File: src/rtl/priv_1_12_clint_if.sv
// Single-beat data-bus port of the core-local interruptor.
// The master drives the request; the slave (CLINT) returns data, busy and fault.
interface priv_1_12_clint_if;
  logic [31:0] bus_addr;
  logic [31:0] bus_wdata;
  logic [3:0]  bus_byte_en;
  logic        bus_ren;
  logic        bus_wen;
  logic [31:0] bus_rdata;
  logic        bus_busy;
  logic        bus_fault;

  modport master (
    output bus_addr, bus_wdata, bus_byte_en, bus_ren, bus_wen,
    input  bus_rdata, bus_busy, bus_fault
  );

  modport slave (
    input  bus_addr, bus_wdata, bus_byte_en, bus_ren, bus_wen,
    output bus_rdata, bus_busy, bus_fault
  );
endinterface

File: src/rtl/priv_1_12_clint.sv
// Core-local interruptor: memory-mapped mtime/mtimecmp/msip behind a
// two-state bus FSM, producing the machine timer and software interrupt
// sources (plus their one-cycle clear pulses) for the interrupt handler.
module priv_1_12_clint #(
  parameter logic [31:0] BASE_ADDR = 32'hFFFF_0000,
  parameter int unsigned PRESCALE  = 1
) (
  input  logic                  CLK,
  input  logic                  RST,
  priv_1_12_clint_if.slave      bus,
  output logic                  timer_int_m,
  output logic                  soft_int_m,
  output logic                  clear_timer_int_m,
  output logic                  clear_soft_int_m
);

  localparam int unsigned CW = (PRESCALE > 1) ? $clog2(PRESCALE) : 1;
  localparam logic [CW-1:0] PRESCALE_LAST = CW'(PRESCALE - 1);

  localparam logic [15:0] OFF_MSIP      = 16'h0000;
  localparam logic [15:0] OFF_MTIMECMP0 = 16'h4000;
  localparam logic [15:0] OFF_MTIMECMP1 = 16'h4004;
  localparam logic [15:0] OFF_MTIME0    = 16'hBFF8;
  localparam logic [15:0] OFF_MTIME1    = 16'hBFFC;

  typedef enum logic {
    S_IDLE,
    S_RESP
  } state_t;

  state_t        r_state;
  state_t        w_state_nxt;

  logic [CW-1:0] r_presc;
  logic [63:0]   r_mtime;
  logic [63:0]   r_mtimecmp;
  logic          r_msip;
  logic [31:0]   r_rdata;
  logic          r_fault;
  logic          r_tint;
  logic          r_ctint;
  logic          r_csoft;

  logic          w_in_win;
  logic          w_req;
  logic          w_accept;
  logic          w_busy;
  logic [15:0]   w_off;
  logic          w_sel_msip;
  logic          w_sel_cmp_lo;
  logic          w_sel_cmp_hi;
  logic          w_sel_mt_lo;
  logic          w_sel_mt_hi;
  logic          w_hit;
  logic          w_wr;
  logic          w_rd;
  logic          w_flt;
  logic          w_tick;
  logic [63:0]   w_mtime_inc;
  logic [63:0]   w_mtime_nxt;
  logic [63:0]   w_cmp_nxt;
  logic          w_msip_nxt;
  logic          w_tint_nxt;
  logic [31:0]   w_rdata_nxt;

  // Replace the byte lanes selected by be with the matching lanes of wd.
  function automatic logic [31:0] f_merge(input logic [31:0] old,
                                          input logic [31:0] wd,
                                          input logic [3:0]  be);
    logic [31:0] res;
    res = old;
    for (int unsigned i = 0; i < 4; i++) begin
      if (be[i]) res[i*8 +: 8] = wd[i*8 +: 8];
    end
    return res;
  endfunction

  // Address decode: window match, then exact word match (which also
  // rejects any misaligned in-window address).
  always_comb begin
    w_in_win     = (bus.bus_addr[31:16] == BASE_ADDR[31:16]);
    w_req        = (bus.bus_ren | bus.bus_wen) & w_in_win;
    w_off        = bus.bus_addr[15:0];
    w_sel_msip   = (w_off == OFF_MSIP);
    w_sel_cmp_lo = (w_off == OFF_MTIMECMP0);
    w_sel_cmp_hi = (w_off == OFF_MTIMECMP1);
    w_sel_mt_lo  = (w_off == OFF_MTIME0);
    w_sel_mt_hi  = (w_off == OFF_MTIME1);
    w_hit        = w_sel_msip | w_sel_cmp_lo | w_sel_cmp_hi |
                   w_sel_mt_lo | w_sel_mt_hi;
  end

  // Bus FSM next state; busy is raised combinationally while a request is accepted.
  always_comb begin
    w_state_nxt = r_state;
    w_accept    = 1'b0;
    w_busy      = 1'b0;
    case (r_state)
      S_IDLE: begin
        if (w_req) begin
          w_busy      = 1'b1;
          w_accept    = 1'b1;
          w_state_nxt = S_RESP;
        end
      end
      S_RESP: begin
        w_state_nxt = S_IDLE;
      end
      default: begin
        w_state_nxt = S_IDLE;
      end
    endcase
  end

  // Bus FSM state register.
  always_ff @(posedge CLK) begin
    if (RST) r_state <= S_IDLE;
    else     r_state <= w_state_nxt;
  end

  // Access qualification; write wins when both requests are high.
  always_comb begin
    w_wr  = w_accept &  bus.bus_wen & w_hit;
    w_rd  = w_accept & ~bus.bus_wen & w_hit;
    w_flt = w_accept & ~w_hit;
  end

  // Next-state of the timer and msip: the increment applies to both mtime
  // halves, then a write replaces only the written half's byte lanes, so the
  // unwritten half still carries the increment.
  always_comb begin
    w_tick      = (r_presc == PRESCALE_LAST);
    w_mtime_inc = r_mtime + {63'd0, w_tick};

    w_mtime_nxt = w_mtime_inc;
    if (w_wr && w_sel_mt_lo)
      w_mtime_nxt[31:0]  = f_merge(w_mtime_inc[31:0], bus.bus_wdata, bus.bus_byte_en);
    if (w_wr && w_sel_mt_hi)
      w_mtime_nxt[63:32] = f_merge(w_mtime_inc[63:32], bus.bus_wdata, bus.bus_byte_en);

    w_cmp_nxt = r_mtimecmp;
    if (w_wr && w_sel_cmp_lo)
      w_cmp_nxt[31:0]  = f_merge(r_mtimecmp[31:0], bus.bus_wdata, bus.bus_byte_en);
    if (w_wr && w_sel_cmp_hi)
      w_cmp_nxt[63:32] = f_merge(r_mtimecmp[63:32], bus.bus_wdata, bus.bus_byte_en);

    w_msip_nxt = r_msip;
    if (w_wr && w_sel_msip && bus.bus_byte_en[0])
      w_msip_nxt = bus.bus_wdata[0];

    w_tint_nxt = (w_mtime_nxt >= w_cmp_nxt);
  end

  // Read mux, sampled at the end of the request cycle.
  always_comb begin
    w_rdata_nxt = '0;
    if (w_rd) begin
      if (w_sel_msip)   w_rdata_nxt = {31'd0, r_msip};
      if (w_sel_cmp_lo) w_rdata_nxt = r_mtimecmp[31:0];
      if (w_sel_cmp_hi) w_rdata_nxt = r_mtimecmp[63:32];
      if (w_sel_mt_lo)  w_rdata_nxt = r_mtime[31:0];
      if (w_sel_mt_hi)  w_rdata_nxt = r_mtime[63:32];
    end
  end

  // Timer, compare, msip and prescaler state; mtime writes leave the prescaler alone.
  always_ff @(posedge CLK) begin
    if (RST) begin
      r_presc    <= '0;
      r_mtime    <= '0;
      r_mtimecmp <= '1;
      r_msip     <= 1'b0;
    end else begin
      r_presc    <= w_tick ? '0 : r_presc + 1'b1;
      r_mtime    <= w_mtime_nxt;
      r_mtimecmp <= w_cmp_nxt;
      r_msip     <= w_msip_nxt;
    end
  end

  // Response registers: data and fault are valid only in the response cycle.
  always_ff @(posedge CLK) begin
    if (RST) begin
      r_rdata <= '0;
      r_fault <= 1'b0;
    end else begin
      r_rdata <= w_rdata_nxt;
      r_fault <= w_flt;
    end
  end

  // Interrupt outputs and their falling-edge clear pulses.
  always_ff @(posedge CLK) begin
    if (RST) begin
      r_tint  <= 1'b0;
      r_ctint <= 1'b0;
      r_csoft <= 1'b0;
    end else begin
      r_tint  <= w_tint_nxt;
      r_ctint <= r_tint & ~w_tint_nxt;
      r_csoft <= r_msip & ~w_msip_nxt;
    end
  end

  assign bus.bus_busy       = w_busy;
  assign bus.bus_rdata      = r_rdata;
  assign bus.bus_fault      = r_fault;
  assign timer_int_m        = r_tint;
  assign soft_int_m         = r_msip;
  assign clear_timer_int_m  = r_ctint;
  assign clear_soft_int_m   = r_csoft;

endmodule

File: src/flat_wrapper.sv
// flat-port wrapper written by rule: the top's interface ports become plain ports
module priv_1_12_clint_flat 
#(
  parameter logic [31:0] BASE_ADDR = 32'hFFFF_0000,
  parameter int unsigned PRESCALE  = 1
)
  (CLK, RST, timer_int_m, soft_int_m, clear_timer_int_m, clear_soft_int_m, bus_bus_addr, bus_bus_wdata, bus_bus_byte_en, bus_bus_ren, bus_bus_wen, bus_bus_rdata, bus_bus_busy, bus_bus_fault);
  priv_1_12_clint_if bus_i ();
  input  logic CLK;
  input  logic RST;
  output logic timer_int_m;
  output logic soft_int_m;
  output logic clear_timer_int_m;
  output logic clear_soft_int_m;
  input wire logic [$bits(bus_i.bus_addr)-1:0] bus_bus_addr;
  input wire logic [$bits(bus_i.bus_wdata)-1:0] bus_bus_wdata;
  input wire logic [$bits(bus_i.bus_byte_en)-1:0] bus_bus_byte_en;
  input wire logic [$bits(bus_i.bus_ren)-1:0] bus_bus_ren;
  input wire logic [$bits(bus_i.bus_wen)-1:0] bus_bus_wen;
  output wire logic [$bits(bus_i.bus_rdata)-1:0] bus_bus_rdata;
  output wire logic [$bits(bus_i.bus_busy)-1:0] bus_bus_busy;
  output wire logic [$bits(bus_i.bus_fault)-1:0] bus_bus_fault;
  assign bus_i.bus_addr = bus_bus_addr;
  assign bus_i.bus_wdata = bus_bus_wdata;
  assign bus_i.bus_byte_en = bus_bus_byte_en;
  assign bus_i.bus_ren = bus_bus_ren;
  assign bus_i.bus_wen = bus_bus_wen;
  assign bus_bus_rdata = bus_i.bus_rdata;
  assign bus_bus_busy = bus_i.bus_busy;
  assign bus_bus_fault = bus_i.bus_fault;
  priv_1_12_clint #(.BASE_ADDR(BASE_ADDR), .PRESCALE(PRESCALE)) u_core (.CLK(CLK), .RST(RST), .bus(bus_i), .timer_int_m(timer_int_m), .soft_int_m(soft_int_m), .clear_timer_int_m(clear_timer_int_m), .clear_soft_int_m(clear_soft_int_m));
endmodule
File: config.mk
export PLATFORM = sky130hd
export DESIGN_NAME = priv_1_12_clint_flat
export DESIGN_NICKNAME = d
export VERILOG_FILES = /design/src/rtl/priv_1_12_clint_if.sv /design/src/rtl/priv_1_12_clint.sv /design/src/flat_wrapper.sv
export SDC_FILE = /design/constraint.sdc
export NUM_CORES = 1
export LEC_CHECK = 0
export CELL_PAD_IN_SITES_DETAIL_PLACEMENT = 1
export CELL_PAD_IN_SITES_GLOBAL_PLACEMENT = 1
export CORE_ASPECT_RATIO = 0.6
export CORE_MARGIN = 5
export CORE_UTILIZATION = 44
export DETAILED_ROUTE_END_ITERATION = 10
export PLACE_DENSITY_LB_ADDON = 0.1
export SYNTH_ARGS = -nofsm -noshare
export SYNTH_HDL_FRONTEND = slang
export SYNTH_SLANG_ARGS = --single-unit
export TNS_END_PERCENT = 30
File: constraint.sdc
create_clock -name CLK -period 11.6 [get_ports CLK]
set_input_delay 3.48 -clock CLK [delete_from_list [all_inputs] [get_ports CLK]]
set_output_delay 3.48 -clock CLK [all_outputs]
set_load 0.005 [all_outputs]
# == Word level (Yosys, flattened, before mapping) ==
# Index checks and enable logic that the tools add are counted.
# word_totals
register_bits,167
in_bits,72
wordCells,76
output_inout_bits,38
# op_classes
n_eq_ne,5
n_lt_le_gt_ge,1
muxes,29
n_addsub,2
reduce_logical,9
n_bitwise,20
# ops
operator,n
$mux 32,8
$mux 8,16
$add 64x1->64,1
$ge 64x64->1,1
$eq 16x16->1 const B,3
$eq 16x15->1 const B,2
$logic_not 16->1,1
$and 1x1->1,8
$not 1->1,7
$logic_and 1x1->1,6
$or 1x1->1,5
$mux 1,4
$reduce_or 2->1,2
$pmux 1 s2,1
$add 1x1->1 const B,1

# == Longest topological paths before layout ==
# logic_depth
word_depth,11
mapped_depth,16
mapped_depth_nobuf,16

# == Worst setup path before layout ==
# No wires, ideal clock.
# synth_timing
kind,input to output
startpoint,input port bus_bus_addr[21]
endpoint,output port bus_bus_busy
path_stages,4
path_slack_ps,4051
arrival_time_ps,4069
path_cell_list,nand4_1 -> nor4_1 -> nand2_1 -> inv_1
# synth_via
elab_chain_len,4
# synth_lines
element,line_no,source
from (decl),flat_wrapper.sv:15,input wire logic [$bits(bus_i.bus_addr)-1:0] bus_bus_addr;
$eq 16x16->1,priv_1_12_clint.sv:81,w_in_win = (bus.bus_addr[31:16] == BASE_ADDR[31:16]);
$and 1x1->1,priv_1_12_clint.sv:82,w_req = (bus.bus_ren | bus.bus_wen) & w_in_win;
$mux 1,priv_1_12_clint.sv:100,if (w_req) begin
$mux 1,priv_1_12_clint.sv:98,case (r_state)
to (decl),flat_wrapper.sv:21,output wire logic [$bits(bus_i.bus_busy)-1:0] bus_bus_busy;
# Every way passes these cells.

# == Worst setup path in the final report ==
# layout_timing
startpoint,input port bus_bus_wen
endpoint,output port bus_bus_busy
# layout_via
elab_chain_len,4
# layout_lines
element,line_no,source
from (decl),flat_wrapper.sv:19,input wire logic [$bits(bus_i.bus_wen)-1:0] bus_bus_wen;
$or 1x1->1,priv_1_12_clint.sv:82,
$and 1x1->1,priv_1_12_clint.sv:82,
$mux 1,priv_1_12_clint.sv:100,
$mux 1,priv_1_12_clint.sv:98,
# Every way passes these cells.

==> impl_results.md <==
* Status: complete, no violations
* Most used DFF post-synth: dfxtp_1
* # setup viols final at 0
* Register bit count reported by yosys at roughly 170
* Startpoint types: primary input
* Routed vias at 8951
* Largest net degree at the start of global routing at just under 90
* Cells on worst reg2reg path at 13
* Reg-to-Reg End: u_core.clear_timer_int_m
* Power per cell area at 109 mW/mm2
* Comb pwr share at 4.3%
* Die Span X at 201 um
* Placer Congestion at 0.861
* Drt first pass iters at 10
* GR Overflow Total at 0
* Nets at between 1000 and 1500
* Slew @ Worst Pin at a little over 1000 ps
* Number of diodes at 0
* Cells after Synth at ~1100
* R2R setup slack at ~6500 ps
* Post-CTS setup buffers at 0
* RSZ-0062 raised after global routing: no
* First-pass GRT wire length at approximately 52 mm
* Worst setup endpoint: bus_bus_busy
* Layout Cell Area excl Fill at 0.0115 mm2
* Synth area leaders: dfxtp_1 (35%), ha_1 (8.6%), mux2i_1 (6.8%)
* Starting DRT DRC Count at 927
* Antenna viol nets, final at 0
* Leak Pwr at about 0.0049 uW
* DRT Wirelength at 33.2 mm
* Post_cts resized at 0
* Synth Net Count at between 1000 and 1500
* Relative slew margins at 32.5%
* Via density at 6.15
* Reg2reg start: u_core.r_mtime[6]
* Row count at 41
* Hold Path Class: register to register
* Switching Share at between 20% and 30%
* Hold bufs inserted after CTS at 0
* # Max-Cap Violations at 0
* Post-synth ARST share at 0%
* CP Capture Type: output port
* Worst Path Required at 8120 ps
* CTS tree: done
* Clk slew on worst S/H paths at roughly 70 ps
* Minimum clock period after layout at 8760 ps
* Finished Core Util at 54.1%
* Post-Syn Area at 0.00958 mm2
* Register area share after synthesis at 34.9%
* Core Region at 0.0212 mm2
* Fin. max-slew vios at 0
* Hold Fails Final Rpt at 0
* Sequential power share at 45.9%
* Die area at 0.0249 mm2
* Clock latency at the later pin of the worst-skew pair at 450 ps
* CTS Buf Count at 17
* Syn avg cell area at 8.84 um2
* Worst Path Arrival at around 5300 ps
* Initial antenna violation count at 0
* Cell-internal power at 977 uW
* CTS H-tree depth at 4
* Yosys cell types at 58
* Fin cells at 1456
* Number of global-route vias before repair at 8984
* Area Growth Syn to Fin at 19.8%
* Total GRT Usage at 26.0%
* Wirelength per Cell at 22.8 um
* CP startpoint: bus_bus_wen
* Layout cells sized above 1 at 7.82%
* Final period util at ~76%
* Post-DP HPWL at 23.6 mm
* CTS Buffer Depth at 2
* Cells after DPL at approximately 1400
* Clk_skew at 12.0 ps
* # DRC at 0
* Initial Utilization at between 40% and 50%
* IO Pins at 110
* CTS Sinks at around 170
* Share of the synthesized area in the top cell type at 34.9%
* Max Freq at 0.114 GHz
* Worst vdd ir at 0.000101 V
* Post-DP Area at ~0.011 mm2
* Yosys top cell by area: dfxtp_1
* Crit-path max FO at 6
* Setup TNS at 0 ps
* CTS Root Cell: clkbuf_16
* YS warnings at 0
* Clock power frac at 49.8%
* DP Worst Slack at 2840 ps
* Chip Height at about 120 um
* Commonest non-fill, non-tap cells in the layout: dfxtp_1 (167), nor2_1 (116), nand2_1 (108), clkdlybuf4s50_1 (108), ha_1 (66)
* NetSw at 277 uW
* Final setup margin at around 2800 ps
* Most common cell after layout, fill and taps aside: dfxtp_1
* Critical path class: primary input to output port
* I/O Buffers at 109
* Post-synth EDFFs at 0
## per-layer routing
layer  routed length (um)  GRT usage (%)
met1                16500           38.7
met2                13800           38.1
met3                 2490           6.25
met4                  333           5.78
met5                    0              0
## area by class of cell
cell class	count	area (um2)
clock inverters	12	173
well taps	279	349
multi-input cells	842	5930
inverters	18	68.8
repair buffers	118	1150
clock buffers	20	467
fillers	2484	9760
flip-flops and latches	167	3340
## cell usage after synthesis, drive strengths merged, types with 7 or more instances
cell type / number
dfxtp: 167
nor2: 116
nand2: 108
ha: 66
mux2i: 65
a21oi: 54
clkbuf: 52
nand3: 51
nor3: 44
xnor2: 43
a222oi: 31
a22o: 31
a211oi: 29
nand4: 28
and2: 25
and3: 18
mux2: 18
inv: 17
nor4: 17
o21ai: 14
and4: 10
xor2: 10
a21o: 7
## kinds of logic (layout without fill, tap and decap cells)
family          Yosys count  in the layout  synth area share, %
simple gates            442            442                 23.6
compound gates          197            197                 15.8
flops                   167            167                 34.9
mux                      83             83                 8.91
buf+inv                  75            168                 3.33
fa+ha+maj                66             66                 8.62
xor+xnor                 53             53                 4.84
other cells               1              1               0.0391
## worst max-delay path, cell delays in order
cell             delay [ps]
clkdlybuf4s50_1         560
o211ai_1                150
nor4_1                  360
nand2_1                 150
inv_1                    80
clkdlybuf4s50_1         510
## worst min-delay path by stage
| stage | from | endpoint | slack (ps) | depth (start not counted) |
|---|---|---|---|---|
| final | u_core.r_mtimecmp[36] | u_core.r_mtimecmp[36] | 520 | 2 |
| after global routing | u_core.soft_int_m | u_core.clear_soft_int_m | 530 | 1 |
| after CTS | u_core.r_mtimecmp[36] | u_core.r_mtimecmp[36] | 520 | 2 |
| after detailed placement | u_core.r_mtimecmp[36] | u_core.r_mtimecmp[36] | 500 | 2 |
| after global placement | u_core.r_mtimecmp[57] | u_core.r_mtimecmp[57] | 490 | 2 |
| after floorplan | u_core.r_mtimecmp[37] | u_core.r_mtimecmp[37] | 470 | 2 |
## sequential cells by signal, indices dropped and copies added (netlist names)
register	count
u_core.clear_soft_int_m	1
u_core.r_mtime	64
u_core.bus.bus_rdata	32
u_core.r_mtimecmp	64
u_core.r_state	1
u_core.bus.bus_fault	1
u_core.soft_int_m	1
u_core.timer_int_m	1
u_core.r_presc	1
u_core.clear_timer_int_m	1
## power groups by stage
stage / registers (uW) / clock network (uW) / logic (uW)
finish: 575 / 625 / 54.5
global route: 575 / 659 / 58.1
CTS: 575 / 634 / 54.3
detailed placement: 588 / 0 / 54.1
global placement: 588 / 0 / 53.5
floorplan: 588 / 0 / 13.9
## per-stage QoR
step,power [uW],hold slack (ps)
2_1_floorplan,602,473
3_3_place_gp,642,493
3_5_place_dp,642,499
4_1_cts,1260,518
5_1_grt,1290,534
6_report,1250,516
No activity file was read; power rests on OpenSTA's default activity.
